$ cat config.mk
export PLATFORM = sky130hd
export DESIGN_NAME = mult_seq_16bit
export DESIGN_NICKNAME = d
export VERILOG_FILES = /design/src/rtl/mult_seq_16bit_pkg.sv /design/src/rtl/mult_seq_16bit_cla.sv /design/src/rtl/mult_seq_16bit.sv
export SDC_FILE = /design/constraint.sdc
export NUM_CORES = 1
export LEC_CHECK = 0
export BUFFER_PORTS_ARGS = -buffer_cell sky130_fd_sc_hd__buf_2
export CAP_MARGIN = 0
export CORE_AREA = 8 8 133 135
export CTS_CLUSTER_SIZE = 16
export DETAILED_ROUTE_END_ITERATION = 16
export DIE_AREA = 0 0 141 143
export GPL_TIMING_DRIVEN = 0
export PLACE_DENSITY = 0.68
export SYNTH_ARGS = -nofsm -noshare
export SYNTH_HDL_FRONTEND = slang
export SYNTH_HIERARCHICAL = 1
export SYNTH_SLANG_ARGS = --single-unit
$ cat constraint.sdc
create_clock -name clk -period 7 [get_ports clk]
set_clock_uncertainty 0.05 [all_clocks]
set_input_delay 0.35 -clock clk [delete_from_list [all_inputs] [get_ports clk]]
set_output_delay 0.35 -clock clk [all_outputs]
set_load 0.02 [all_outputs]
$ cat src/rtl/mult_seq_16bit_pkg.sv
// Shared definitions for the sequential shift-and-add multiplier:
// operand width, iteration count and FSM state encoding.
package mult_seq_16bit_pkg;

  localparam int OP_W      = 16;
  localparam int MULT_ITER = 16;

  typedef enum logic [1:0] {
    IDLE = 2'd0,
    PREP = 2'd1,
    CALC = 2'd2,
    FIX  = 2'd3
  } state_t;

endpackage

$ cat src/rtl/mult_seq_16bit_cla.sv
// 16-bit carry-lookahead adder: four 4-bit groups with lookahead
// between groups; bits inside a group take their carry from the group carry.
module mult_seq_16bit_cla (
  input  logic [15:0] a,
  input  logic [15:0] b,
  input  logic        cin,
  output logic [15:0] sum,
  output logic        cout
);

  logic [15:0] g;
  logic [15:0] p;
  logic [3:0]  gg;
  logic [3:0]  pg;
  logic [4:0]  gc;
  logic [15:0] c;

  // Generate/propagate terms, group lookahead, then per-bit carries and sum.
  always_comb begin
    // NOTE: combinational logic uses blocking '=' so later lines see the
    // values computed earlier in the same pass.
    g = a & b;
    p = a ^ b;
    // NOTE: every output of this block gets a default before any
    // conditional or loop, so no path can leave it unassigned (no latch).
    gg = '0;
    pg = '1;
    c  = '0;
    for (int k = 0; k < 4; k++) begin
      for (int j = 0; j < 4; j++) begin
        gg[k] = g[4*k+j] | (p[4*k+j] & gg[k]);
        pg[k] = pg[k] & p[4*k+j];
      end
    end
    gc[0] = cin;
    gc[1] = gg[0] | (pg[0] & cin);
    gc[2] = gg[1] | (pg[1] & gg[0]) | (pg[1] & pg[0] & cin);
    gc[3] = gg[2] | (pg[2] & gg[1]) | (pg[2] & pg[1] & gg[0])
          | (pg[2] & pg[1] & pg[0] & cin);
    gc[4] = gg[3] | (pg[3] & gg[2]) | (pg[3] & pg[2] & gg[1])
          | (pg[3] & pg[2] & pg[1] & gg[0])
          | (pg[3] & pg[2] & pg[1] & pg[0] & cin);
    for (int k = 0; k < 4; k++) begin
      c[4*k] = gc[k];
      for (int j = 0; j < 3; j++) begin
        c[4*k+j+1] = g[4*k+j] | (p[4*k+j] & c[4*k+j]);
      end
    end
    sum  = p ^ c;
    cout = gc[4];
  end

endmodule

$ cat src/rtl/mult_seq_16bit.sv
// Sequential 16x16 -> 32 shift-and-add multiplier, signed or unsigned,
// with start/busy/done handshake and a fixed 18-cycle latency.
module mult_seq_16bit
  import mult_seq_16bit_pkg::*;
#(
  parameter int WIDTH = OP_W,
  parameter int CNT_W = 4
) (
  input  logic               clk,
  input  logic               rst,
  input  logic               start,
  input  logic               signed_op,
  input  logic [WIDTH-1:0]   A,
  input  logic [WIDTH-1:0]   B,
  output logic               busy,
  output logic               done,
  output logic [2*WIDTH-1:0] P,
  output logic               ovf
);

  state_t             state;
  logic [WIDTH-1:0]   a_q;
  logic [WIDTH-1:0]   b_q;
  logic               sop_q;
  logic               neg;
  logic [WIDTH-1:0]   mcand;
  logic [WIDTH-1:0]   acc_hi;
  logic [WIDTH-1:0]   acc_lo;
  logic [CNT_W-1:0]   cnt;

  logic [WIDTH-1:0]   a_mag;
  logic [WIDTH-1:0]   b_mag;
  logic [WIDTH-1:0]   hi_a;
  logic [WIDTH-1:0]   hi_b;
  logic               hi_cin;
  logic [WIDTH-1:0]   hi_sum;
  logic               hi_co;
  logic [WIDTH-1:0]   lo_sum;
  logic               lo_co;
  logic               calc_c;
  logic [WIDTH-1:0]   calc_sum;
  logic [2*WIDTH-1:0] result;
  logic               ovf_next;

  // Magnitudes of the latched operands; 0x8000 maps to itself as unsigned.
  assign a_mag = (sop_q & a_q[WIDTH-1]) ? (~a_q + 1'b1) : a_q;
  assign b_mag = (sop_q & b_q[WIDTH-1]) ? (~b_q + 1'b1) : b_q;

  // Low half of the final negation: ~acc_lo + 1.
  mult_seq_16bit_cla u_add_lo (
    .a    (~acc_lo),
    .b    ('0),
    .cin  (1'b1),
    .sum  (lo_sum),
    .cout (lo_co)
  );

  // The high adder does the partial-product add in CALC and the upper
  // half of the negation (carry from the low half) in FIX.
  always_comb begin
    hi_a   = acc_hi;
    hi_b   = mcand;
    hi_cin = 1'b0;
    if (state == FIX) begin
      hi_a   = ~acc_hi;
      hi_b   = '0;
      hi_cin = lo_co;
    end
  end

  mult_seq_16bit_cla u_add_hi (
    .a    (hi_a),
    .b    (hi_b),
    .cin  (hi_cin),
    .sum  (hi_sum),
    .cout (hi_co)
  );

  // Partial-product step: carry kept as the 17th bit of the sum.
  assign calc_c   = acc_lo[0] ? hi_co  : 1'b0;
  assign calc_sum = acc_lo[0] ? hi_sum : acc_hi;

  // Final product, sign-corrected, and its overflow flag.
  assign result   = neg ? {hi_sum, lo_sum} : {acc_hi, acc_lo};
  assign ovf_next = sop_q ? !((&result[2*WIDTH-1:WIDTH-1]) || !(|result[2*WIDTH-1:WIDTH-1]))
                          : (|result[2*WIDTH-1:WIDTH]);

  // Control FSM with datapath registers and registered handshake outputs.
  always_ff @(posedge clk or posedge rst) begin
    if (rst) begin
      state  <= IDLE;
      a_q    <= '0;
      b_q    <= '0;
      sop_q  <= 1'b0;
      neg    <= 1'b0;
      mcand  <= '0;
      acc_hi <= '0;
      acc_lo <= '0;
      cnt    <= '0;
      busy   <= 1'b0;
      done   <= 1'b0;
      P      <= '0;
      ovf    <= 1'b0;
    end else begin
      // NOTE: sequential state uses non-blocking '<=' so every register
      // samples pre-edge values, independent of statement order.
      done <= 1'b0;
      case (state)
        IDLE: begin
          if (start) begin
            a_q   <= A;
            b_q   <= B;
            sop_q <= signed_op;
            busy  <= 1'b1;
            state <= PREP;
          end
        end
        PREP: begin
          mcand  <= a_mag;
          acc_hi <= '0;
          acc_lo <= b_mag;
          neg    <= sop_q & (a_q[WIDTH-1] ^ b_q[WIDTH-1]);
          cnt    <= '0;
          state  <= CALC;
        end
        CALC: begin
          acc_hi <= {calc_c, calc_sum[WIDTH-1:1]};
          acc_lo <= {calc_sum[0], acc_lo[WIDTH-1:1]};
          cnt    <= cnt + 1'b1;
          if (cnt == CNT_W'(MULT_ITER - 1)) state <= FIX;
        end
        FIX: begin
          P     <= result;
          ovf   <= ovf_next;
          done  <= 1'b1;
          busy  <= 1'b0;
          state <= IDLE;
        end
        default: state <= IDLE;
      endcase
    end
  end

endmodule
==> impl_results.md, run 1 <==
- Status: completed
- Final setup fails: 0
- GRT overflow: 0
- Critical path class: reg2reg
- Biggest cell delay along the critical path: around 520 ps
- Synth Instances: approximately 760
- DIE HEIGHT: roughly 140 um
- CP max-delay cell: clkbuf_1
- Gp weighted congestion: a little over 0.9
- Setup crit end kind: register
- Routed WL: about 19000 um
- Async S/R FF share, synth: 100.0%
- IO buf count: 70
- Initial Util: between 40 and 50%
- Fin. Hold Viols: 0
- Max_slew headroom: 50.51%
- Placed cell areas: ~0.0083 mm^2
- CP dominant cell by count: fa_1
- Setup slack after layout: 1434 ps
- Max-cap violations: 0
- Setup repair after global routing missed its margin: no
- Worst path required time: ~7200 ps
- Final HPWL DP: between 10000 and 15000 um
- Flops & latches, synth: ~120
- Final min period: between 5000 and 6000 ps
- Final net count: approximately 1000
- Crit path DAT: ~5800 ps
- Met3 Use GR: ~4.4%
- TritonCTS clock tree: built
- Die area: slightly above 0.02 mm^2
- Worst-path maximum fanout: 10
- FP Rows: 46
- ANT nets after route: 0
- Placed insts: between 1000 and 1500
- Fillers: between 1000 and 1500
- GR Util met2: just under 30%
- Sequential area share after synthesis: between 40 and 50%
- Share of layout cells above drive strength 1: 17.14%
- Max H-tree Level: 4
- Post-Syn Area per Cell: around 10 um^2
- Clk sinks: between 100 and 150
- Fin crit share: between 70 and 80%
- Post-synth EDFFs: 0
- Via density: roughly 5.3
- Post-Syn Area: approximately 0.0076 mm^2
- Largest net degree at the start of global routing: 85
- Post-Layout Cell Count: around 1100
- Crit path buf inv count: 2
- First-pass GRT wire length: between 30000 and 40000 um
- Initial antenna violation count: 0
- Vias in the first global route: 5997
- Most used DFF post-synth: dfrtp_1
- # IOs: 71
- Grt peak-use layer: met2
- Worst slew pin tran: between 700 and 800 ps
- N_diodes: 0
- CP delay by family, top: adder cells
- Crit-path cells: clkbuf_1 -> inv_1 -> ha_1 -> a211oi_2 -> o21ai_1 -> a21oi_2 -> o211ai_2 -> and2_1 -> a21oi_1 -> nor2_1 -> nor3_1 -> o21bai_1 -> fa_1 -> fa_1 -> fa_1 -> xor2_1 -> nand4_1 -> nor2_1 -> a41oi_1 -> nor4_1 -> nor3_1
- Non-Filler Cell Area, Final: 0.008991 mm^2
- Fin Setup TNS: 0 ps
- Worst setup SP type: register
- Pre-CTS WS: about 1500 ps
- 1st-iter DRT viols: between 300 and 400
- Total of warnings raised by yosys: 6
- M1 GR Usage: roughly a quarter
- Worst skew pair latency: between 400 and 500 ps
- Netlist cell types: 54
- CTS-repair resized insts: 0
- DRC errors left: 0
- TritonCTS Buffers: 17
- Total number of vias: roughly 5900
- Max Freq: approximately 180 MHz
- TritonRoute pass-1 iters: 5
- Root buffer cell: clkbuf_16
- Hold Path Class: in2reg
- Drt wl/cell: about 17 um
- Chip Width: about 140 um
- CTS clk-pin slew, worst paths: 60 ps
- Core Footprint: roughly 0.016 mm^2
- Slew Limit Fails: 0
- Clock Tree Buf Depth: 2
- Tot GR Track Use: 19.05%
- Layout area overhead: 18.72%
-- synth_stat cells, types with 2 or more instances --
library cell / n / share of area [%]
and2_1: 2 / 0.17
nor4_2: 2 / 0.33
nor2_1: 73 / 3.6
clkbuf_1: 24 / 1.2
a21oi_1: 70 / 4.6
o21ai_0: 28 / 1.9
nor3b_1: 2 / 0.20
and4_1: 2 / 0.23
a31oi_1: 7 / 0.58
o22ai_1: 21 / 1.7
o21bai_1: 2 / 0.20
nor3_1: 10 / 0.66
mux2i_1: 48 / 6.3
xor2_1: 38 / 4.4
nand2_1: 24 / 1.2
mux2_2: 36 / 5.4
fa_1: 24 / 6.3
buf_2: 4 / 0.26
conb_1: 2 / 0.099
o31ai_1: 3 / 0.30
o221ai_1: 7 / 0.81
nand2b_1: 2 / 0.17
ha_1: 40 / 6.6
or3_1: 3 / 0.25
buf_1: 8 / 0.40
nand3_1: 15 / 0.99
nor4_1: 10 / 0.83
nor2b_1: 20 / 1.7
inv_1: 58 / 2.9
nand4_1: 12 / 0.99
xnor2_1: 12 / 1.4
dfrtp_1: 123 / 41
and3_1: 2 / 0.17
-- sequential cells by signal, indices dropped and copies added, names as in the netlist --
| name | flops |
|---|---|
| acc_hi | 16 |
| P | 32 |
| b_q | 16 |
| cnt | 4 |
| mcand | 16 |
| sop_q | 1 |
| ovf | 1 |
| busy | 1 |
| done | 1 |
| state | 2 |
| acc_lo | 16 |
| neg | 1 |
| a_q | 16 |
-- cells by family after synthesis --
family	Yosys count	share of synthesized area [%]
adders and majority gates	64	12.95
and+or+nand+nor	187	12.44
buffers and inverters	94	4.725
muxes	84	11.70
DFF	123	40.64
other	2	0.09916
AOI/OAI and AO/OA	151	11.66
xor gates and xnor gates	50	5.782
-- timing repair --
item / 4_1_cts / 5_1_grt
hold buffers: 1 / 0
hold endpoints to repair: 39 / 0
buffers inserted: 0 / 0
-- layout make-up --
cell class,instances,area [um^2],area share [%]
buffer,36,140.1,1.559
clock buffer,26,519.2,5.775
clock inverter,6,130.1,1.447
inverter,58,222.7,2.477
multi-input combinational,566,4243,47.19
sequential,123,3078,34.23
tap,216,270.3,3.006
timing repair buffer,72,387.9,4.314
-- per-layer routing --
layer / vias to the layer above / wire length, um
li1: 2857 / -
met1: 2821 / 9068
met2: 157 / 8368
met3: 22 / 847
met4: 0 / 267
met5: - / 0
-- placed cells by master, fill, tap and decap left out, drive strengths merged, types with 4 or more instances in the layout --
master and instances:
dfrtp 123, fa 24, a31oi 7, nor2 73, nor2b 20, inv 58
mux2i 48, nand4 12, o21ai 30, o22ai 21, nand2 24, xor2 38
mux2 36, bufinv 4, or3 4, ha 40, xnor2 12, o221ai 7
nor4 12, buf 83, nor3 11, a21oi 71, clkbuf 50, nand3 16
conb 30, o31ai 4
-- worst paths after layout --
kind | startpoint | end | slack (ps) | depth (start not counted)
worst max-delay path | acc_lo[0] | ovf | 1430 | 21
worst min-delay path | B[4] | b_q[4] | 110 | 2
worst max register to register | acc_lo[0] | ovf | 1430 | 21
worst min register to register | mcand[0] | mcand[0] | 450 | 1
max in group asynchronous | rst | P[25] | 5720 | 4
min in group asynchronous | rst | a_q[14] | 440 | 3
-- per-stage QoR --
stage | util, % | hold WS, ps
floorplan | - | 422.7
global placement | 53.21 | 435.8
detailed placement | 53.42 | 329.7
CTS | 57.64 | 94.13
global route | 57.64 | 95.72
finish | 57.64 | 106.2
Power of run 1 is left out: the tool's default activity adds up to more than one toggle a clock period on the data nets, which glitch-free logic cannot reach.
==> inputs of run 2 (changes only) <==
--- a/config.mk
+++ b/config.mk
@@ -5,12 +5,13 @@
 export SDC_FILE = /design/constraint.sdc
 export NUM_CORES = 1
 export LEC_CHECK = 0
+export ABC_AREA = 1
 export BUFFER_PORTS_ARGS = -buffer_cell sky130_fd_sc_hd__buf_2
 export CAP_MARGIN = 0
-export CORE_AREA = 8 8 133 135
+export CORE_AREA = 8 8 135 137
 export CTS_CLUSTER_SIZE = 16
 export DETAILED_ROUTE_END_ITERATION = 16
-export DIE_AREA = 0 0 141 143
+export DIE_AREA = 0 0 143 145
 export GPL_TIMING_DRIVEN = 0
 export PLACE_DENSITY = 0.68
 export SYNTH_ARGS = -nofsm -noshare
==> constraint.sdc (replaced) <==
create_clock -name clk -period 5.2 [get_ports clk]
set_clock_uncertainty 0.05 [all_clocks]
set_input_delay 0.26 -clock clk [delete_from_list [all_inputs] [get_ports clk]]
set_output_delay 0.26 -clock clk [all_outputs]
set_load 0.02 [all_outputs]
==> impl_results.md, run 2 <==
- Post-Syn Area: 0.007934 mm^2
- PnR Total Power: 0.006625 W
- Netlist cell types: 34
- Footprint of the multi-input gates: approximately 0.0043 mm^2
- N_diodes: 0
- Worst path required time: between 5000 and 6000 ps
- Share of layout cells above drive strength 1: 11.35%
- Most frequent cells in the layout: nand2_1, o21ai_0, inv_1, dfrtp_1, buf_2
- Worst slew pin tran: about 630 ps
- Pre-CTS WS: 383.7 ps
- Hold path start: A[5]
- Initial Util: between 40% and 50%
- Vias in the first global route: approximately 7000
- DIE HEIGHT: roughly 150 um
- DR WL met3: ~1100 um
- Total number of vias: 7095
- Worst setup startpoint: state[1]
- Worst-path maximum fanout: 10
- TritonCTS clock tree: built
- Crit path DAT: about 5000 ps
- Post-Layout Cell Count: ~1400
- Sequential area share after synthesis: between 30% and 40%
- Clk sinks: roughly 120
- Most used DFF post-synth: dfrtp_1
- Gp weighted congestion: approximately 0.84
- Met2 Wirelength: between 8000 and 9000 um
- Status: completed
- Async S/R FF share, synth: 100.0%
- FP Rows: 47
- Routed WL: about 20000 um
- Flops & latches, synth: ~120
- Register Area: a little over 0.003 mm^2
- P_sw: 0.003192 W
- Top cells by area, synth: dfrtp_1, nand2_1, o21ai_0
- RR Startpoint: state[1]
- Comb power frac: 56.7%
- # IOs: 71
- Post-synth EDFFs: 0
- Max reg flops: 32
- M1 WL: between 9000 and 10000 um
- Clock Tree Buf Depth: 2
- Synth top area share: about two fifths
- Drt wl/cell: between 10 and 15 um
- Via density: ~5.0
- Post-synth top cells: nand2_1, o21ai_0, inv_1
- Fin Setup TNS: 0 ps
- Placed insts: between 1000 and 1500
- Fillers: 1478
- TritonRoute pass-1 iters: 5
- Chip Width: 143 um
- Switching Fraction: 48.18%
- Critical path class: reg2reg
- Total of warnings raised by yosys: 6
- Commonest non-fill, non-tap cell in the layout: nand2_1
- Final setup fails: 0
- Worst skew pair latency: 420 ps
- Reg with most FFs: P
- Reg-to-reg slack, setup: around 460 ps
- Core Footprint: roughly 0.016 mm^2
- GRT overflow: 0
- PwrDens: roughly 690 mW/mm^2
- Tot GR Track Use: about a fifth
- Fin. Hold Viols: 0
- Worst r2r dst: ovf
- Sequential power share: 25.7%
- ANT nets after route: 0
- Hold EP: a_q[5]
- Hold-critical path depth: 3
- R2R cell count: 23
- Hold Path Class: in2reg
- First-pass GRT wire length: between 30000 and 40000 um
- Worst setup SP type: register
- Slew Limit Fails: 0
- Max-cap violations: 0
- Utilization after layout: around three fifths
- Setup slack after layout: between 400 and 500 ps
- Setup crit end kind: register
- 1st-iter DRT viols: 551
- CTS clk-pin slew, worst paths: ~50 ps
- Max Freq: between 200 and 250 MHz
- Pleak: roughly 4.9 nW
- Most frequent cell after synthesis: nand2_1
- Initial antenna violation count: 0
- DRC errors left: 0
- Final min period: 4743 ps
- Max H-tree Level: 4
- Int Pwr: 0.003433 W
- Max_slew headroom: between 50% and 60%
- Setup repair after global routing missed its margin: no
- IO buf count: 70
- Top Layer Used: met4
- Clock share of power: about 18%
- Largest net degree at the start of global routing: 84
- Layout area overhead: 20.58%
- Final net count: around 1300
- Worst VDD drop: ~330 uV
- Root buffer cell: clkbuf_16
- Post-Syn Area per Cell: 7.570 um^2
- Fin crit share: 91.21%
- Largest area contributor in the netlist: dfrtp_1
- TritonCTS Buffers: 17
- Die area: approximately 0.021 mm^2
- Final HPWL DP: about 15000 um
- Synth Instances: between 1000 and 1500
## run 2: cell count changes after synthesis, moves of 36 or more
| cell | before | now |
|---|---|---|
| mux2i_1 | 48 | 0 |
| inv_1 | 58 | 134 |
| o21ai_0 | 28 | 136 |
| nand2_1 | 24 | 278 |
| nand3_1 | 15 | 53 |
| mux2_2 | 36 | 0 |
## run 2: worst max-delay path by stage
stage	endpoint	slack (ps)	cells past startpoint
CTS	ovf	340	24
global placement	a_q[5]	60	2
detailed placement	ovf	380	24
global route	ovf	10	25
finish	ovf	460	23
floorplan	ovf	1140	22
## run 2: logic make-up (layout without fill, tap and decap cells)
group	Yosys count	in the layout	synth area share [%]
AND/OR/NAND/NOR	447	447	23.25
AO/OA/AOI/OAI	200	200	13.31
adder cells (fa/ha/maj)	64	64	12.36
flip-flops	123	123	38.80
other	2	30	0.09466
XOR/XNOR	30	30	3.312
buffers and inverters	182	313	8.879
## run 2: area by class of cell
class                   count  share of cell area [%]
plain buffers              39                   1.766
well taps                 220                   2.877
flip-flops and latches    123                   32.17
inverters                 142                   5.624
multi-input cells         771                   44.49
repair buffers            100                   6.984
clock buffers              24                   5.140
clock inverters             8                  0.9417
## run 2: power by group through the flow
stage / registers, W / logic (W) / clock network (W)
global placement: 0.00170 / 0.00361 / 0
floorplan: 0.00177 / 0.00263 / 0
CTS: 0.00170 / 0.00374 / 0.00118
finish: 0.00170 / 0.00376 / 0.00117
global route: 0.00177 / 0.00430 / 0.00123
detailed placement: 0.00171 / 0.00369 / 0
## run 2: per-stage QoR
step | cell area, um^2 | hold slack, ps
5_1_grt | 9567 | 7.544
6_report | 9567 | 11.32
4_1_cts | 9569 | 2.987
3_3_place_gp | 8665 | 404.9
2_1_floorplan | 8039 | 319.6
3_5_place_dp | 8697 | 246.7
## run 2: repair_timing
action	CTS	global route
endpoints found under the hold margin	68	0
setup buffers	0	0
setup endpoints to repair	0	1
hold buffers	29	0
resized for setup	0	2
## run 2: layer usage
layer,vias up,GRT usage (%)
met5,-,0
met4,0,5.688
met3,20,4.331
met2,188,30.36
met1,3274,27.70
li1,3613,-
## run 2: critical path, stage by stage (launching register included)
cell	delay, ps
dfrtp_1	400
ha_1	480
buf_2	390
xor2_1	290
ha_1	290
nand2_1	70
nand2_1	50
nand2_1	50
nand2_1	50
nand2_1	60
nand3_2	130
nand3_1	100
nand2_1	70
fa_1	390
fa_1	400
fa_1	390
xor2_1	220
inv_1	60
nand2_1	60
o21ai_1	130
nor3_1	240
nand3_1	100
nand3_1	80
nand2_1	60
Note: power is estimated with default switching activity, not from simulation.
==> inputs of run 3 (changes only) <==
==> constraint.sdc (replaced) <==
create_clock -name clk -period 5.2 [get_ports clk]
set_clock_uncertainty 0.05 [all_clocks]
set_input_delay 0.52 -clock clk [delete_from_list [all_inputs] [get_ports clk]]
set_output_delay 0.52 -clock clk [all_outputs]
set_load 0.02 [all_outputs]
==> impl_results.md, run 3 (synthesized netlist as in run 2, its figures left out) <==
- Reg with most FFs: P
- Worst-path maximum fanout: 10
- RR Startpoint: state[1]
- Share of layout cells above drive strength 1: between 10% and 20%
- Non-Filler Cell Area, Final: between 0.009 and 0.01 mm^2
- Setup crit end: ovf
- Max_slew headroom: 58.90%
- Gp weighted congestion: between 0.8 and 0.9
- Clock Tree Buf Depth: 2
- GRT overflow: 0
- Via density: about 5
- Layout area overhead: 16.92%
- Fin. Hold Viols: 0
- CTS clk-pin slew, worst paths: ~60 ps
- Chip Width: between 100 and 150 um
- Crit path DAT: roughly 5000 ps
- Hold Path Class: in2async
- Fin Setup TNS: 0 ps
- Final min period: approximately 4700 ps
- Setup crit end kind: register
- R2R cell count: 23
- ANT nets after route: 0
- Status: completed
- N_diodes: 0
- PnR Total Power: between 0.006 and 0.007 W
- Final hold slack: approximately 53 ps
- Setup bufs post-CTS: 0
- Routed WL: ~20000 um
- Critical path class: reg2reg
- Total number of vias: approximately 7000
- Post-Layout Cell Count: roughly 1400
- Max Freq: about 210 MHz
- Pleak: 4.818 nW
- Core Footprint: ~0.016 mm^2
- Final setup fails: 0
- TritonRoute pass-1 iters: 5
- Placed cell areas: ~0.0087 mm^2
- Slew Limit Fails: 0
- Vias in the first global route: just under 7000
- Largest net degree at the start of global routing: between 80 and 90
- Worst r2r dst: ovf
- Max-cap violations: 0
- Commonest non-fill, non-tap cell in the layout: nand2_1
- Drt wl/cell: between 10 and 15 um
- Setup repair after global routing missed its margin: no
- Worst slew pin tran: roughly 600 ps
- DRC errors left: 0
- Hold_buf cts: 0
- Root buffer cell: clkbuf_16
- PwrDens: just over 700 mW/mm^2
- Initial antenna violation count: 0
- # IOs: just over 70
- TritonCTS clock tree: built
- Initial Util: between 40% and 50%
- Worst path required time: 5460 ps
- 1st-iter DRT viols: around 500
- Max H-tree Level: 4
- Die area: 0.02074 mm^2
- FP Rows: 47
- Placed insts: between 1000 and 1500
- Max reg flops: 32
- Worst setup startpoint: state[1]
- IO buf count: 70
- Most frequent cells in the layout: nand2_1, o21ai_0, inv_1, dfrtp_1, buf_2
- Final HPWL DP: approximately 15000 um
- Clk sinks: between 100 and 150
- First-pass GRT wire length: around 33000 um
- Worst VDD drop: 331.3 uV
- Fin crit share: 91.16%
- Reg-to-reg slack, setup: 460 ps
- TritonCTS Buffers: 17
- Final net count: roughly 1300
- Worst setup SP type: register
- Tot GR Track Use: 19.68%
- Worst skew pair latency: about 420 ps
- DIE HEIGHT: about 150 um
[run 3: layer usage]
| layer | up-vias | share of wire (%) | track usage [%] |
|---|---|---|---|
| met2 | 185 | 43 | 29.72 |
| met3 | 15 | 5.9 | 4.265 |
| met5 | - | 0 | 0 |
| li1 | 3556 | - | - |
| met4 | 0 | 0.95 | 5.688 |
| met1 | 3235 | 50 | 27.66 |
[run 3: area by class of cell]
class                   instances  area [um^2]
fillers                      1513         6895
multi-input cells             771         4257
flip-flops and latches        123         3078
inverters                     142        538.0
clock buffers                  24        491.7
repair buffers                 71        377.9
well taps                     220        275.3
plain buffers                  39        168.9
clock inverters                 8        90.09
[run 3: how the worst min path moves through the flow]
stage | endpoint | slack, ps | depth (start not counted)
after floorplan | mcand[14] | 400 | 2
after global placement | P[2] | 410 | 2
after detailed placement | P[1] | 420 | 2
after CTS | P[3] | 60 | 2
after global routing | P[3] | 70 | 2
final | P[3] | 50 | 2
[run 3: through the flow]
stage	worst slack (ps)	util, %
detailed placement	383.7	53.78
CTS	340.9	57.38
global route	12.44	57.36
finish	459.8	57.36
global placement	-201.3	53.58
floorplan	1138	-
[run 3: timing repair]
action,CTS,global route
gates resized for setup,0,2
endpoints found under the hold margin,0,0
setup endpoints to repair,0,1
[run 3: critical path: stages, from the launching register on]
cell,delay [ps]
dfrtp_1,400
ha_1,470
buf_2,390
xor2_1,290
ha_1,290
nand2_1,70
nand2_1,50
nand2_1,50
nand2_1,50
nand2_1,60
nand3_2,130
nand3_1,110
nand2_1,70
fa_1,390
fa_1,400
fa_1,390
xor2_1,220
inv_1,60
nand2_1,60
o21ai_1,140
nor3_1,240
nand3_1,100
nand3_1,80
nand2_1,60
[run 3: power breakdown]
part           switching (W)  internal, W  total [W]
Sequential          0.000310      0.00139    0.00170
Combinational        0.00246      0.00128    0.00373
Clock               0.000419     0.000750    0.00117
